**src/rtl/cbd_pkg.sv**
```systemverilog
// Shared constants and controller state type for the eta=2 CBD noise sampler.
package cbd_pkg;

  localparam int unsigned CBD_ETA             = 2;
  localparam int unsigned CBD_WORD_W          = 64;
  localparam int unsigned CBD_BEATS_PER_WORD  = 8;
  localparam int unsigned CBD_COEFFS_PER_POLY = 256;
  localparam int unsigned CBD_RAM_W           = 32;
  localparam int unsigned KYBER_Q             = 3329;

  typedef enum logic [2:0] {
    ST_IDLE,
    ST_FETCH,
    ST_ISSUE,
    ST_DRAIN,
    ST_FIN
  } cbd_ctrl_state_t;

endpackage

```
**src/rtl/cbd_word_buf.sv**
```systemverilog
// One-entry sponge-word buffer; clear beats load, load beats consume.
module cbd_word_buf
  import cbd_pkg::*;
(
  input  logic                  clk,
  input  logic                  rst_n,
  input  logic                  clr,
  input  logic                  load,
  input  logic [CBD_WORD_W-1:0] load_data,
  input  logic                  consume,
  output logic                  full,
  output logic [CBD_WORD_W-1:0] data
);

  always_ff @(posedge clk or negedge rst_n) begin
    if (!rst_n) begin
      full <= 1'b0;
      data <= '0;
    end else if (clr) begin
      full <= 1'b0;
      data <= '0;
    end else if (load) begin
      full <= 1'b1;
      data <= load_data;
    end else if (consume) begin
      full <= 1'b0;
    end
  end

endmodule

```
**src/rtl/cbd_sampler_ctrl.sv**
```systemverilog
// Sequences one full CBD noise polynomial: fetch sponge words, start the CBD
// core per word, and stream its output beats into coefficient RAM.
module cbd_sampler_ctrl
  import cbd_pkg::*;
#(
  parameter int unsigned N_WORDS = 16,
  parameter int unsigned ADDR_W  = 8
) (
  input  logic                  clk,
  input  logic                  rst_n,
  input  logic                  cmd_start,
  input  logic                  cmd_abort,
  input  logic [ADDR_W-1:0]     cmd_base_addr,
  output logic                  busy,
  output logic                  done,
  input  logic                  src_valid,
  input  logic [CBD_WORD_W-1:0] src_data,
  output logic                  src_ready,
  output logic                  cbd_start,
  output logic [CBD_WORD_W-1:0] cbd_in_data,
  input  logic                  cbd_valid,
  input  logic [CBD_RAM_W-1:0]  cbd_out_data,
  input  logic                  cbd_done,
  output logic                  ram_we,
  output logic [ADDR_W-1:0]     ram_addr,
  output logic [CBD_RAM_W-1:0]  ram_wdata
);

  localparam int unsigned FCNT_W = $clog2(N_WORDS + 1);
  localparam int unsigned WCNT_W = $clog2(CBD_BEATS_PER_WORD * N_WORDS + 1);
  localparam int unsigned BEAT_W = $clog2(CBD_BEATS_PER_WORD);

  cbd_ctrl_state_t   state;
  logic [ADDR_W-1:0] base;
  logic [FCNT_W-1:0] fetched;
  logic [FCNT_W-1:0] issued;
  logic [BEAT_W-1:0] beat;
  logic [WCNT_W-1:0] wr_cnt;

  logic buf_full;
  logic buf_load;
  logic last_beat;
  logic more_words;

  // Any abort suppresses side effects in its own cycle; the word in flight is dropped.
  assign more_words = (fetched < FCNT_W'(N_WORDS));
  assign last_beat  = (beat == BEAT_W'(CBD_BEATS_PER_WORD - 1));
  assign buf_load   = src_valid & src_ready & ~cmd_abort;

  assign busy      = (state != ST_IDLE);
  assign done      = (state == ST_FIN) & ~cmd_abort;
  assign src_ready = (state == ST_FETCH) |
                     ((state == ST_DRAIN) & ~buf_full & more_words);
  assign cbd_start = (state == ST_ISSUE) & cbd_done & ~cmd_abort;
  assign ram_we    = (state == ST_DRAIN) & cbd_valid & ~cmd_abort;
  assign ram_addr  = ram_we ? ADDR_W'(base + ADDR_W'(wr_cnt)) : '0;
  assign ram_wdata = ram_we ? cbd_out_data : '0;

  cbd_word_buf u_buf (
    .clk       (clk),
    .rst_n     (rst_n),
    .clr       (cmd_abort),
    .load      (buf_load),
    .load_data (src_data),
    .consume   (cbd_start),
    .full      (buf_full),
    .data      (cbd_in_data)
  );

  // State and counters; abort overrides everything, including a same-cycle start.
  always_ff @(posedge clk or negedge rst_n) begin
    if (!rst_n) begin
      state   <= ST_IDLE;
      base    <= '0;
      fetched <= '0;
      issued  <= '0;
      beat    <= '0;
      wr_cnt  <= '0;
    end else if (cmd_abort) begin
      state <= ST_IDLE;
    end else begin
      case (state)
        ST_IDLE: begin
          if (cmd_start) begin
            base    <= cmd_base_addr;
            fetched <= '0;
            issued  <= '0;
            beat    <= '0;
            wr_cnt  <= '0;
            state   <= ST_FETCH;
          end
        end
        ST_FETCH: begin
          if (buf_load) begin
            fetched <= fetched + FCNT_W'(1);
            state   <= ST_ISSUE;
          end
        end
        ST_ISSUE: begin
          if (cbd_done) begin
            issued <= issued + FCNT_W'(1);
            beat   <= '0;
            state  <= ST_DRAIN;
          end
        end
        ST_DRAIN: begin
          if (buf_load) fetched <= fetched + FCNT_W'(1);
          if (cbd_valid) begin
            wr_cnt <= wr_cnt + WCNT_W'(1);
            beat   <= beat + BEAT_W'(1);
            if (last_beat) begin
              // A word landing on the last beat still counts as prefetched.
              if (issued == FCNT_W'(N_WORDS)) state <= ST_FIN;
              else if (buf_full || buf_load)  state <= ST_ISSUE;
              else                            state <= ST_FETCH;
            end
          end
        end
        ST_FIN:  state <= ST_IDLE;
        default: state <= ST_IDLE;
      endcase
    end
  end

endmodule

```
**config.mk**
```make
export PLATFORM = sky130hd
export DESIGN_NAME = cbd_sampler_ctrl
export DESIGN_NICKNAME = d
export VERILOG_FILES = /design/src/rtl/cbd_pkg.sv /design/src/rtl/cbd_word_buf.sv /design/src/rtl/cbd_sampler_ctrl.sv
export SDC_FILE = /design/constraint.sdc
export NUM_CORES = 1
export LEC_CHECK = 0
export ABC_AREA = 1
export CAP_MARGIN = 20
export CORE_MARGIN = 2
export CORE_UTILIZATION = 47
export CTS_BUF_LIST = sky130_fd_sc_hd__clkbuf_8
export DETAILED_ROUTE_END_ITERATION = 12
export PLACE_DENSITY = 0.88
export SLEW_MARGIN = 20
export SYNTH_ARGS = -nofsm -noshare
export SYNTH_HDL_FRONTEND = slang
export SYNTH_SLANG_ARGS = --single-unit
```
**constraint.sdc**
```tcl
create_clock -name clk -period 4.3 [get_ports clk]
set_input_delay 0.86 -clock clk [delete_from_list [all_inputs] [get_ports clk]]
set_output_delay 0.86 -clock clk [all_outputs]
set_load 0.02 [all_outputs]
```
-- Word level (Yosys, flattened, before mapping)
Cells that the tools add are included.
- bits in registers: 97
- output and inout port bits: 109
- logic and storage cells: 85
- input port bits: 111
- order comparisons: 1
- muxes and demuxes: 28
- bitwise logic cells: 12
- $add $sub $neg: 5
- reduce and logical (&&, ||, !) cells: 16
- eq/ne operators: 15
- operators with widths (kind ; number):
    2-to-1 mux 64 bit ; 2
    2-to-1 mux 32 bit ; 1
    2-to-1 mux 3 bit ; 10
    2-to-1 mux 8 bit ; 3
    case mux 5 bit (2 select lines) ; 2
    case mux 8 bit (2 select lines) ; 1
    2-to-1 mux 5 bit ; 3
    inequality test 3 bit, second input constant ; 5
    case mux 3 bit (4 select lines) ; 1
    AND reduction 4 bit ; 3
    adder 5 x 1 -> 5 bit, second input constant ; 2
    AND reduction 5 bit ; 2
    AND 1 bit ; 9
    case mux 3 bit (3 select lines) ; 1
    nonzero test 3 bit ; 3
    adder 8 x 1 -> 8 bit, second input constant ; 1
    adder 8 bit ; 1
    nonzero test 2 bit ; 4
    == test 3 x 2 -> 1 bit, second input constant ; 2
    == test 3 bit, second input constant ; 2
    inequality test 2 bit, second input constant ; 3
    == test 5 bit, second input constant ; 1
    < comparator 5 bit, second input constant ; 1
    adder 3 x 1 -> 3 bit, second input constant ; 1
    10 further kinds ; 13

-- Longest topological paths before layout
Gate-level depths: netlist of run 1.
- depth in word-level cells: 13
- mapped depth: 9

-- Cells and area by module
A second synthesis of run 1 with hierarchy kept.
- cells, all modules: 651
- area, all modules: 5048.6 um^2
- modules (own cells, without submodules) (module ; area each (um^2) ; cells each ; instances ; sequential area each (um^2)):
    cbd_word_buf ; 2611.3 ; 283 ; 1 ; 1626.6
    cbd_sampler_ctrl ; 2437.3 ; 368 ; 1 ; 800.8

-- Worst setup path after synthesis of run 1
Ideal clock, no wire load.
- path type: input -> output
- start point: in cmd_abort
- end point: out ram_addr[4]
- buffers on the path: 1
- data required time: 3.440 ns
- path slack: 1.712 ns
- arrival: 1.728 ns
- stages: 6
- cells stage by stage: inv_2 nand2_1 nor2_2 buf_4 nand2_1 nor2_1
- longest elaborated chain between the ends: 3
- ends and longest elaborated chain (what ; line ; text):
    start, declared ; cbd_sampler_ctrl.sv:12 ; input logic cmd_abort,
    NOT 1 bit (no line) ; n/a ;
    AND 1 bit ; cbd_sampler_ctrl.sv:55 ; assign ram_we = (state == ST_DRAIN) & cbd_valid & ~cmd_abort;
    named net ram_we ; cbd_sampler_ctrl.sv:24 ; output logic ram_we,
    2-to-1 mux 8 bit ; cbd_sampler_ctrl.sv:56 ; assign ram_addr = ram_we ? ADDR_W'(base + ADDR_W'(wr_cnt)) : '0;
    end, declared ; cbd_sampler_ctrl.sv:25 ; output logic [ADDR_W-1:0] ram_addr,
The timed path passes the listed nets, and every way through them passes these cells.

-- Final worst setup path of run 1
- start point: in cmd_abort
- end point: out ram_wdata[30]
- longest elaborated chain between the ends: 3
- ends and longest elaborated chain (what ; line ; text):
    NOT 1 bit (no line) ; n/a ;
    AND 1 bit ; cbd_sampler_ctrl.sv:55 ;
    2-to-1 mux 32 bit ; cbd_sampler_ctrl.sv:57 ; assign ram_wdata = ram_we ? cbd_out_data : '0;
    end, declared ; cbd_sampler_ctrl.sv:26 ; output logic [CBD_RAM_W-1:0] ram_wdata
No other way between the ends.

==> impl_metrics.env, run 1 <==
export IMPL_critPathSlowestCell="sky130_fd_sc_hd__clkdlybuf4s50_1"
export IMPL_power_static_leakage_nw=3.65
export IMPL_clk_insertion_delay_late_ns=0.38
export IMPL_resize_count_post_cts=0
export IMPL_start_kind="input pin"
export IMPL_cp_max_fo=34
export IMPL_synth_xor_area_share=0.00868
export IMPL_final_max_slew_violation_count=0
export IMPL_path_class="input pin to primary output"
export IMPL_io_pins=220
export IMPL_drt_wl_total_um=14600
export IMPL_num_antenna_cells=0
export IMPL_post_cts_setup_buffers=0
export IMPL_synth_compound_gate_area_share=0.100
export IMPL_floorplan_die_width_um=108
export IMPL_outcome="finished clean"
export IMPL_combinational_power_share=0.359
export IMPL_power_ir_vdd_worst_mv=0.225
export IMPL_cts_inserted_buffers=9
export IMPL_post_synth_num_cell_types=35
export IMPL_count_of_nets_left_with_antenna_violations_after_detail_routing=0
export IMPL_power_per_cell_area_nw_per_um2=368
export IMPL_share_of_synthesized_cell_area_in_full_adder_half_adder_and_majority_cells=0.0362
export IMPL_ys_ff_latch=97
export IMPL_tritoncts_clock_tree="yes"
export IMPL_min_period_ns=3.67
export IMPL_gp_congestion=0.947
export IMPL_share_of_synthesized_registers_carrying_an_async_set_or_reset=1.00
export IMPL_cts_sink_count=97
export IMPL_path_clk_slew_ns=0.09
export IMPL_peak_freq_mhz=273
export IMPL_crit_buf_inv=5
export IMPL_grt_pass1_vias=4944
export IMPL_cell_internal_power_dissipation_mw=1.75
export IMPL_worstPathRequired_ns=3.44
export IMPL_largest_net_degree_at_the_start_of_global_routing=73
export IMPL_clk_root_buffer_cell="sky130_fd_sc_hd__clkbuf_8"
export IMPL_area_fraction_in_and_or_nand_and_nor_cells_after_synthesis=0.225
export IMPL_drt_vias_per_instance=5.12
export IMPL_global_route_wire_length_before_repair_um=23500
export IMPL_synth_edff_count=0
export IMPL_worst_slew_pin_transition_ns=0.902
export IMPL_post_route_cells_drive_above_1_share=0.0521
export IMPL_areaGrowthSynthToFinish_pct=48.3
export IMPL_syn_area_um2=5040
export IMPL_vias_post_dr=5025
export IMPL_setup_tns_final_ns=0
export IMPL_rows=37
export IMPL_synth_mux_area_frac=0.0198
export IMPL_clockBufferDepth=2
export IMPL_timing_final_setup_violations=0
export IMPL_synthesis_instances=630
export IMPL_critical_path_max_stage_delay_ns=0.56
export IMPL_total_die_area_um2=11600
export IMPL_synth_largest_type_area_fraction=0.481
export IMPL_maxCapViolCount=0
export IMPL_fin_skew_ns=0.0119
export IMPL_yosysTopAreaCell="sky130_fd_sc_hd__dfrtp_1"
export IMPL_worst_setup_path_end_kind="primary output"
export IMPL_rsz0062_at_grt="no"
export IMPL_critical_path_arrival_ns=2.81
export IMPL_placedInstanceArea_um2=7280
export IMPL_synth_top_cells_by_count="sky130_fd_sc_hd__inv_1, sky130_fd_sc_hd__dfrtp_1, sky130_fd_sc_hd__nand3_1"
export IMPL_switching_share=0.365
export IMPL_ys_top_cells_by_area="sky130_fd_sc_hd__dfrtp_1, sky130_fd_sc_hd__inv_1, sky130_fd_sc_hd__nand3_1"
export IMPL_power_share_clock=0.217
export IMPL_power_sequential_fraction=0.424
export IMPL_first_pass_iters=6
export IMPL_grt_antenna_before_repair=0
export IMPL_final_cell_area_um2=7480
export IMPL_h_tree_depth_reported_by_cts=3
export IMPL_dieHeight_um=108
export IMPL_synthMostInstantiatedCell="sky130_fd_sc_hd__inv_1"
export IMPL_yosysSeqAreaShare=0.481
export IMPL_postSynth_topFlopCell="sky130_fd_sc_hd__dfrtp_1"
export IMPL_hold_viol_final=0
export IMPL_detail_route_iter0_violations=318
export IMPL_combinational_family_with_the_most_area_after_synthesis="simple AND/OR/NAND/NOR gates"
export IMPL_drcViolationCount=0
export IMPL_worstHoldPathType="flop to flop"
export IMPL_wl_cell_um=14.8
export IMPL_net_switching_power_mw=1.00
export IMPL_place_port_buffers=219
export IMPL_worstPathCellList="clkdlybuf4s50_1 -> inv_2 -> nand2_1 -> nor2_2 -> buf_4 -> inv_2 -> nor2_1 -> clkdlybuf4s50_1"
export IMPL_final_nets=965
export IMPL_place_detailed_hpwl_um=10600
export IMPL_grtUsageTotal=0.256
export IMPL_start_util=0.486
export IMPL_yosys_warnings=0
export IMPL_post_syn_nets=755
export IMPL_synth_avg_cell_area_um2=8.01
export IMPL_floorplan_core_area_um2=10400
export IMPL_postCtsHoldBufs=0
export IMPL_worst_path_dominant_cell_family="buffers and inverters"
export IMPL_relSlewSlack=0.399
export IMPL_global_route_overflow_total=0
export IMPL_final_min_period_over_clock_period=0.853
[kinds of logic after synthesis]
group / count (synthesis)
adders and majority gates: 14
AOI/OAI and AO/OA: 99
and+or+nand+nor: 251
buffers and inverters: 155
xor gates and xnor gates: 5
muxes: 9
DFF: 97
[final timing paths]
kind,start,end,slack [ns],depth (start not counted)
worst max-delay path,cmd_abort,ram_wdata[30],0.63,8
worst min-delay path,beat[0],beat[0],0.49,1
worst max register to register,state[0],u_buf.data[1],2.42,6
worst min register to register,beat[0],beat[0],0.49,1
max in group asynchronous,rst_n,u_buf.data[3],2.80,2
min in group asynchronous,rst_n,u_buf.data[53],0.59,1
[worst register-to-register path, cell delays in order (launching register included)]
cell                      delay, ns
sky130_fd_sc_hd__dfrtp_1       0.52
sky130_fd_sc_hd__inv_2         0.08
sky130_fd_sc_hd__nor2_4        0.18
sky130_fd_sc_hd__o21a_1        0.22
sky130_fd_sc_hd__nand2_4       0.36
sky130_fd_sc_hd__nand3_1       0.25
sky130_fd_sc_hd__o21ai_0       0.13
[placed cells by master, fill, tap and decap left out, types with 2 or more instances in the layout]
| cell type | instances |
|---|---|
| sky130_fd_sc_hd__inv_2 | 4 |
| sky130_fd_sc_hd__clkdlybuf4s50_1 | 218 |
| sky130_fd_sc_hd__nor2_4 | 4 |
| sky130_fd_sc_hd__ha_1 | 13 |
| sky130_fd_sc_hd__nor3_1 | 6 |
| sky130_fd_sc_hd__xor2_1 | 4 |
| sky130_fd_sc_hd__inv_1 | 125 |
| sky130_fd_sc_hd__nor2_1 | 59 |
| sky130_fd_sc_hd__o21a_1 | 2 |
| sky130_fd_sc_hd__a21oi_1 | 15 |
| sky130_fd_sc_hd__clkinv_2 | 3 |
| sky130_fd_sc_hd__nand2_1 | 78 |
| sky130_fd_sc_hd__o21ai_0 | 77 |
| sky130_fd_sc_hd__dfrtp_1 | 97 |
| sky130_fd_sc_hd__o21ai_1 | 3 |
| sky130_fd_sc_hd__buf_4 | 7 |
| sky130_fd_sc_hd__nand3b_1 | 3 |
| sky130_fd_sc_hd__mux2_2 | 8 |
| sky130_fd_sc_hd__clkbuf_8 | 9 |
| sky130_fd_sc_hd__nand4_1 | 3 |
| sky130_fd_sc_hd__nand3_1 | 92 |
[final cells by class]
cell class	count	area (um^2)
clock inverter	7	70.1
multi-input combinational	378	1970
clock buffer	9	124
timing repair buffer	225	2230
sequential	97	2430
fill	762	2890
inverter	129	484
tap	136	170
[flip-flops by register name (all words and copies together) (netlist names)]
register    count
fetched         5
issued          5
wr_cnt          8
u_buf.data     64
beat            3
base            8
state           3
u_buf.full      1
[layer usage]
metal,track usage,up-vias,routed length [um]
li1,-,2413,-
met1,0.289,2328,5320
met2,0.449,260,7280
met3,0.0926,24,1700
met4,0.0797,0,259
met5,0,-,0
[stage by stage]
stage / setup WS (ns) / hold WS (ns) / util / total power, mW / cells
2_1_floorplan: 1.71 / 0.450 / - / 1.74 / 630
3_3_place_gp: 0.694 / 0.465 / 0.702 / 2.12 / 965
3_5_place_dp: 0.641 / 0.482 / 0.702 / 2.16 / 965
4_1_cts: 0.636 / 0.494 / 0.721 / 2.76 / 981
5_1_grt: 0.487 / 0.528 / 0.722 / 2.93 / 981
6_report: 0.634 / 0.492 / 0.722 / 2.75 / 981
[power groups by stage]
stage	clock (mW)	combinational (mW)	sequential, mW
detailed placement	0	0.979	1.18
CTS	0.609	0.986	1.16
global route	0.649	1.09	1.19
floorplan	0	0.505	1.24
global placement	0	0.951	1.17
finish	0.597	0.989	1.17
Note: power is estimated with default switching activity, not from simulation.
==> inputs of run 2 (changes only) <==
--- a/config.mk
+++ b/config.mk
@@ -5,10 +5,9 @@
 export SDC_FILE = /design/constraint.sdc
 export NUM_CORES = 1
 export LEC_CHECK = 0
-export ABC_AREA = 1
 export CAP_MARGIN = 20
 export CORE_MARGIN = 2
-export CORE_UTILIZATION = 47
+export CORE_UTILIZATION = 46
 export CTS_BUF_LIST = sky130_fd_sc_hd__clkbuf_8
 export DETAILED_ROUTE_END_ITERATION = 12
 export PLACE_DENSITY = 0.88
==> impl_metrics.env, run 2 <==
export IMPL_min_period_ns=3.73
export IMPL_power_static_leakage_nw=3.22
export IMPL_drt_wl_total_um=14300
export IMPL_final_nets=865
export IMPL_critical_path_arrival_ns=2.87
export IMPL_fin_skew_ns=0.0146
export IMPL_synth_avg_cell_area_um2=8.89
export IMPL_largest_reg_flops=64
export IMPL_synth_top_cells_by_count="sky130_fd_sc_hd__nand2_1, sky130_fd_sc_hd__dfrtp_1, sky130_fd_sc_hd__a21oi_1"
export IMPL_synthesis_instances=542
export IMPL_place_port_buffers=219
export IMPL_synth_largest_type_area_fraction=0.504
export IMPL_post_syn_nets=667
export IMPL_layout_commonest_cell="sky130_fd_sc_hd__clkdlybuf4s50_1"
export IMPL_postCtsHoldBufs=0
export IMPL_area_fraction_in_and_or_nand_and_nor_cells_after_synthesis=0.258
export IMPL_start_kind="flop"
export IMPL_cts_sink_count=97
export IMPL_tritoncts_clock_tree="yes"
export IMPL_r2r_setup_slack_ns=1.76
export IMPL_power_per_cell_area_nw_per_um2=297
export IMPL_vias_post_dr=4654
export IMPL_switching_share=0.289
export IMPL_rsz0062_at_grt="no"
export IMPL_combinational_family_with_the_most_area_after_synthesis="simple AND/OR/NAND/NOR gates"
export IMPL_combinational_power_share=0.223
export IMPL_yosysSeqAreaShare=0.504
export IMPL_synth_compound_gate_area_share=0.126
export IMPL_drt_vias_per_instance=5.28
export IMPL_min_path_cells=2
export IMPL_path_clk_slew_ns=0.10
export IMPL_worst_setup_path_startpoint="wr_cnt[0]"
export IMPL_num_antenna_cells=0
export IMPL_depth_of_the_worst_register_to_register_path=5
export IMPL_start_util=0.471
export IMPL_timing_final_setup_violations=0
export IMPL_most_common_layout_cells="sky130_fd_sc_hd__clkdlybuf4s50_1, sky130_fd_sc_hd__nand2_1, sky130_fd_sc_hd__dfrtp_1"
export IMPL_final_min_period_over_clock_period=0.867
export IMPL_ys_ff_latch=97
export IMPL_peak_freq_mhz=268
export IMPL_hold_viol_final=0
export IMPL_placedCellCount=865
export IMPL_place_detailed_hpwl_um=10300
export IMPL_grt_pass1_vias=4723
export IMPL_share_of_synthesized_registers_carrying_an_async_set_or_reset=1.00
export IMPL_clk_insertion_delay_late_ns=0.37
export IMPL_wl_cell_um=16.3
export IMPL_floorplan_core_area_um2=10200
export IMPL_share_of_synthesized_cell_area_in_full_adder_half_adder_and_majority_cells=0.0379
export IMPL_worstPathRequired_ns=3.44
export IMPL_timing_rr_end="u_buf.data[20]"
export IMPL_post_synth_num_cell_types=52
export IMPL_post_route_cells_drive_above_1_share=0.0416
export IMPL_first_pass_iters=5
export IMPL_relSlewSlack=0.369
export IMPL_h_tree_depth_reported_by_cts=3
export IMPL_power_ir_vdd_worst_mv=0.231
export IMPL_yosys_warnings=0
export IMPL_floorplan_die_width_um=106
export IMPL_cts_inserted_buffers=9
export IMPL_net_switching_power_mw=0.624
export IMPL_yosysTopAreaCell="sky130_fd_sc_hd__dfrtp_1"
export IMPL_setup_tns_final_ns=0
export IMPL_ys_top_cells_by_area="sky130_fd_sc_hd__dfrtp_1, sky130_fd_sc_hd__nand2_1, sky130_fd_sc_hd__a21oi_1"
export IMPL_rows=37
export IMPL_maxCapViolCount=0
export IMPL_worstHoldPathType="flop to flop"
export IMPL_synth_edff_count=0
export IMPL_clockBufferDepth=2
export IMPL_power_share_clock=0.299
export IMPL_worst_slew_pin_transition_ns=0.947
export IMPL_path_class="flop to primary output"
export IMPL_final_non_filler_cells=881
export IMPL_detail_route_iter0_violations=300
export IMPL_syn_area_um2=4820
export IMPL_power_sequential_fraction=0.478
export IMPL_timing_rr_start="state[0]"
export IMPL_clk_root_buffer_cell="sky130_fd_sc_hd__clkbuf_8"
export IMPL_largestRegisters="u_buf.data: 64 flops, base: 8 flops, wr_cnt: 8 flops"
export IMPL_max_flop_register="u_buf.data"
export IMPL_global_route_wire_length_before_repair_um=22900
export IMPL_cell_internal_power_dissipation_mw=1.53
export IMPL_total_die_area_um2=11300
export IMPL_synthMostInstantiatedCell="sky130_fd_sc_hd__nand2_1"
export IMPL_postSynth_topFlopCell="sky130_fd_sc_hd__dfrtp_1"
export IMPL_worst_setup_path_end_kind="primary output"
export IMPL_grt_antenna_before_repair=0
export IMPL_final_max_slew_violation_count=0
export IMPL_count_of_nets_left_with_antenna_violations_after_detail_routing=0
export IMPL_gp_congestion=0.884
export IMPL_areaGrowthSynthToFinish_pct=50.8
export IMPL_largest_net_degree_at_the_start_of_global_routing=75
export IMPL_outcome="finished clean"
export IMPL_cp_max_fo=5
export IMPL_resize_count_post_cts=0
export IMPL_synth_xor_area_share=0.0164
export IMPL_grtUsageTotal=0.254
export IMPL_io_pins=220
export IMPL_crit_end="ram_addr[6]"
export IMPL_post_cts_setup_buffers=0
export IMPL_dieHeight_um=106
export IMPL_global_route_overflow_total=0
export IMPL_synth_mux_area_frac=0.0174
export IMPL_drcViolationCount=0
[run 2: power by group through the flow]
stage / Clock, mW / Combinational, mW / Sequential, mW
2_1_floorplan: 0 / 0.206 / 1.07
3_3_place_gp: 0 / 0.467 / 1.04
3_5_place_dp: 0 / 0.482 / 1.05
4_1_cts: 0.655 / 0.484 / 1.03
5_1_grt: 0.685 / 0.530 / 1.04
6_report: 0.645 / 0.482 / 1.03
[run 2: final cells by class]
cell class / count / area, um^2
sequential: 97 / 2430
fill: 741 / 2960
tap: 136 / 170
multi-input combinational: 403 / 2220
clock buffer: 9 / 124
timing repair buffer: 224 / 2220
inverter: 5 / 18.8
clock inverter: 7 / 86.3
[run 2: cell families after synthesis]
kind of cell	after synthesis
mux	8
buf+inv	42
flops	97
xor+xnor	9
simple gates	267
compound gates	105
fa+ha+maj	14
[run 2: critical path: stages (launching register included)]
cell and delay [ns]:
sky130_fd_sc_hd__dfrtp_1 0.44, sky130_fd_sc_hd__ha_1 0.24, sky130_fd_sc_hd__fa_1 0.43, sky130_fd_sc_hd__a211oi_1 0.28, sky130_fd_sc_hd__o21a_1 0.19, sky130_fd_sc_hd__nor3_1 0.06
sky130_fd_sc_hd__nor3b_1 0.22, sky130_fd_sc_hd__clkdlybuf4s50_1 0.65
[run 2: worst min-delay path by stage]
stage | startpoint | endpoint
2_1_floorplan | base[0] | base[0]
3_3_place_gp | base[6] | base[6]
3_5_place_dp | base[0] | base[0]
4_1_cts | base[0] | base[0]
5_1_grt | base[0] | base[0]
6_report | base[0] | base[0]
[run 2: per-stage QoR]
step / total power [mW] / cell area [um^2] / utilization / hold slack, ns / worst slack (ns)
floorplan: 1.28 / 4820 / - / 0.452 / 1.24
global placement: 1.51 / 7060 / 0.690 / 0.478 / 0.881
detailed placement: 1.53 / 7060 / 0.690 / 0.484 / 0.855
CTS: 2.17 / 7270 / 0.711 / 0.505 / 0.568
global route: 2.26 / 7270 / 0.711 / 0.523 / 0.364
finish: 2.16 / 7270 / 0.711 / 0.508 / 0.572
[run 2: metal layers]
metal,part of all wire,GRT usage,up-vias
li1,-,-,2236
met4,0.021,0.0921,0
met1,0.39,0.289,2192
met3,0.097,0.0871,23
met2,0.49,0.441,203
met5,0,0,-
==> inputs of run 3 (changes only) <==
--- a/config.mk
+++ b/config.mk
@@ -6,11 +6,13 @@
 export NUM_CORES = 1
 export LEC_CHECK = 0
 export CAP_MARGIN = 20
+export CELL_PAD_IN_SITES_DETAIL_PLACEMENT = 0
+export CELL_PAD_IN_SITES_GLOBAL_PLACEMENT = 1
 export CORE_MARGIN = 2
-export CORE_UTILIZATION = 46
+export CORE_UTILIZATION = 33
 export CTS_BUF_LIST = sky130_fd_sc_hd__clkbuf_8
 export DETAILED_ROUTE_END_ITERATION = 12
-export PLACE_DENSITY = 0.88
+export PLACE_DENSITY_LB_ADDON = 0.1
 export SLEW_MARGIN = 20
 export SYNTH_ARGS = -nofsm -noshare
 export SYNTH_HDL_FRONTEND = slang
==> impl_metrics.env, run 3 (synthesized netlist as in run 2, its figures left out) <==
export IMPL_post_route_cells_drive_above_1_share=0.0467
export IMPL_floorplan_core_area_um2=14400
export IMPL_global_route_overflow_total=0
export IMPL_max_flop_register="u_buf.data"
export IMPL_clockBufferDepth=2
export IMPL_floorplan_die_width_um=125
export IMPL_worstPathCellList="ha_1 -> fa_1 -> a211oi_1 -> o21a_1 -> nor3_1 -> nor3b_1 -> clkdlybuf4s50_1"
export IMPL_layout_commonest_cell="sky130_fd_sc_hd__clkdlybuf4s50_1"
export IMPL_cts_inserted_buffers=9
export IMPL_area_occupied_by_multi_input_gates_um2=2220
export IMPL_worstHoldPathType="input pin to async pin"
export IMPL_relSlewSlack=0.394
export IMPL_cp_max_fo=5
export IMPL_peak_freq_mhz=263
export IMPL_power_sequential_fraction=0.480
export IMPL_postCtsHoldBufs=0
export IMPL_h_tree_depth_reported_by_cts=3
export IMPL_placedCellCount=917
export IMPL_worst_slew_pin_transition_ns=0.909
export IMPL_drcViolationCount=0
export IMPL_grt_antenna_before_repair=0
export IMPL_cts_sink_count=97
export IMPL_final_max_slew_violation_count=0
export IMPL_worst_setup_path_end_kind="primary output"
export IMPL_path_clk_slew_ns=0.09
export IMPL_grtUsageTotal=0.191
export IMPL_clk_insertion_delay_late_ns=0.37
export IMPL_worstPathRequired_ns=3.44
export IMPL_tritoncts_clock_tree="yes"
export IMPL_cell_internal_power_dissipation_mw=1.51
export IMPL_place_port_buffers=219
export IMPL_wl_cell_um=15.7
export IMPL_final_fill_count=1344
export IMPL_power_ir_vdd_worst_mv=0.216
export IMPL_power_per_cell_area_nw_per_um2=290
export IMPL_regArea_um2=2430
export IMPL_outcome="finished clean"
export IMPL_largestRegisters="u_buf.data: 64 flops, base: 8 flops, wr_cnt: 8 flops"
export IMPL_clk_root_buffer_cell="sky130_fd_sc_hd__clkbuf_8"
export IMPL_start_kind="flop"
export IMPL_first_pass_iters=4
export IMPL_net_switching_power_mw=0.622
export IMPL_final_non_filler_cells=933
export IMPL_grt_pass1_vias=4615
export IMPL_path_class="flop to primary output"
export IMPL_setup_tns_final_ns=0
export IMPL_most_common_layout_cells="sky130_fd_sc_hd__clkdlybuf4s50_1, sky130_fd_sc_hd__nand2_1, sky130_fd_sc_hd__dfrtp_1"
export IMPL_post_cts_setup_buffers=0
export IMPL_rows=44
export IMPL_start_util=0.334
export IMPL_drt_vias_per_instance=4.94
export IMPL_gp_congestion=0.828
export IMPL_num_antenna_cells=0
export IMPL_place_detailed_hpwl_um=10300
export IMPL_switching_share=0.291
export IMPL_largest_reg_flops=64
export IMPL_io_pins=220
export IMPL_hold_viol_final=0
export IMPL_critical_path_arrival_ns=2.94
export IMPL_combinational_power_share=0.229
export IMPL_final_cell_area_um2=7350
export IMPL_placedInstanceArea_um2=7150
export IMPL_final_min_period_over_clock_period=0.884
export IMPL_power_static_leakage_nw=3.24
export IMPL_dieHeight_um=125
export IMPL_critPathSlowestCell="sky130_fd_sc_hd__clkdlybuf4s50_1"
export IMPL_min_period_ns=3.80
export IMPL_total_die_area_um2=15600
export IMPL_vias_post_dr=4609
export IMPL_critical_path_max_stage_delay_ns=0.66
export IMPL_drt_wl_total_um=14600
export IMPL_timing_final_setup_violations=0
export IMPL_count_of_nets_left_with_antenna_violations_after_detail_routing=0
export IMPL_largest_net_degree_at_the_start_of_global_routing=60
export IMPL_final_nets=869
export IMPL_resize_count_post_cts=0
export IMPL_rsz0062_at_grt="no"
export IMPL_detail_route_iter0_violations=270
export IMPL_power_total_mw=2.13
export IMPL_maxCapViolCount=0
export IMPL_final_hold_worst_slack_ns=0.430
export IMPL_global_route_wire_length_before_repair_um=24000
export IMPL_power_share_clock=0.290
export IMPL_fin_skew_ns=0.00729
export IMPL_areaGrowthSynthToFinish_pct=52.5
run 3: cell count changes in the layout (fill, tap and decap cells not counted):
cell	previous run	this run
sky130_fd_sc_hd__or2_4	1	0
sky130_fd_sc_hd__or2_2	0	1
sky130_fd_sc_hd__bufinv_16	2	1
sky130_fd_sc_hd__clkbuf_8	9	11
sky130_fd_sc_hd__buf_4	6	10
sky130_fd_sc_hd__clkinv_2	3	1
sky130_fd_sc_hd__clkinv_4	0	1
run 3: final cells by class:
class                   instances  share of cell area
clock buffers                  11              0.0206
clock inverters                 5             0.00749
inverters                       5             0.00255
multi-input cells             403               0.302
flip-flops and latches         97               0.330
well taps                     184              0.0313
repair buffers                228               0.306
run 3: routing by layer:
layer  part of all wire  wire [um]  GRT usage
met2               0.48       6980      0.328
met3              0.088       1290     0.0623
met4              0.021        310     0.0706
met1               0.41       6040      0.222
met5                  0          0          0
run 3: path summary, 6_finish.rpt:
check | from | to | slack [ns] | cells past startpoint
worst max-delay path | wr_cnt[0] | ram_addr[6] | 0.50 | 7
worst min-delay path | rst_n | u_buf.data[10] | 0.43 | 1
worst max register to register | state[2] | u_buf.data[24] | 1.74 | 5
worst min register to register | base[0] | base[0] | 0.50 | 2
max in group asynchronous | rst_n | u_buf.full | 3.06 | 2
min in group clk | base[0] | base[0] | 0.50 | 2
run 3: power by group through the flow:
stage	sequential, mW	combinational, mW	clock (mW)
2_1_floorplan	1.07	0.206	0
3_3_place_gp	1.04	0.486	0
3_5_place_dp	1.04	0.494	0
4_1_cts	1.03	0.497	0.642
5_1_grt	1.04	0.543	0.675
6_report	1.03	0.489	0.620
run 3: through the flow:
step / worst slack (ns) / util
6_report: 0.500 / 0.510
5_1_grt: 0.370 / 0.510
4_1_cts: 0.519 / 0.510
3_5_place_dp: 0.857 / 0.495
3_3_place_gp: 0.868 / 0.495
2_1_floorplan: 1.24 / -
run 3: critical path: cells and delay by family (launching register included):
kind | cells | cell delay (ns)
flip-flops | 1 | 0.43
AND/OR/NAND/NOR | 2 | 0.31
buffers and inverters | 1 | 0.66
adder cells (fa/ha/maj) | 2 | 0.66
AO/OA/AOI/OAI | 2 | 0.49
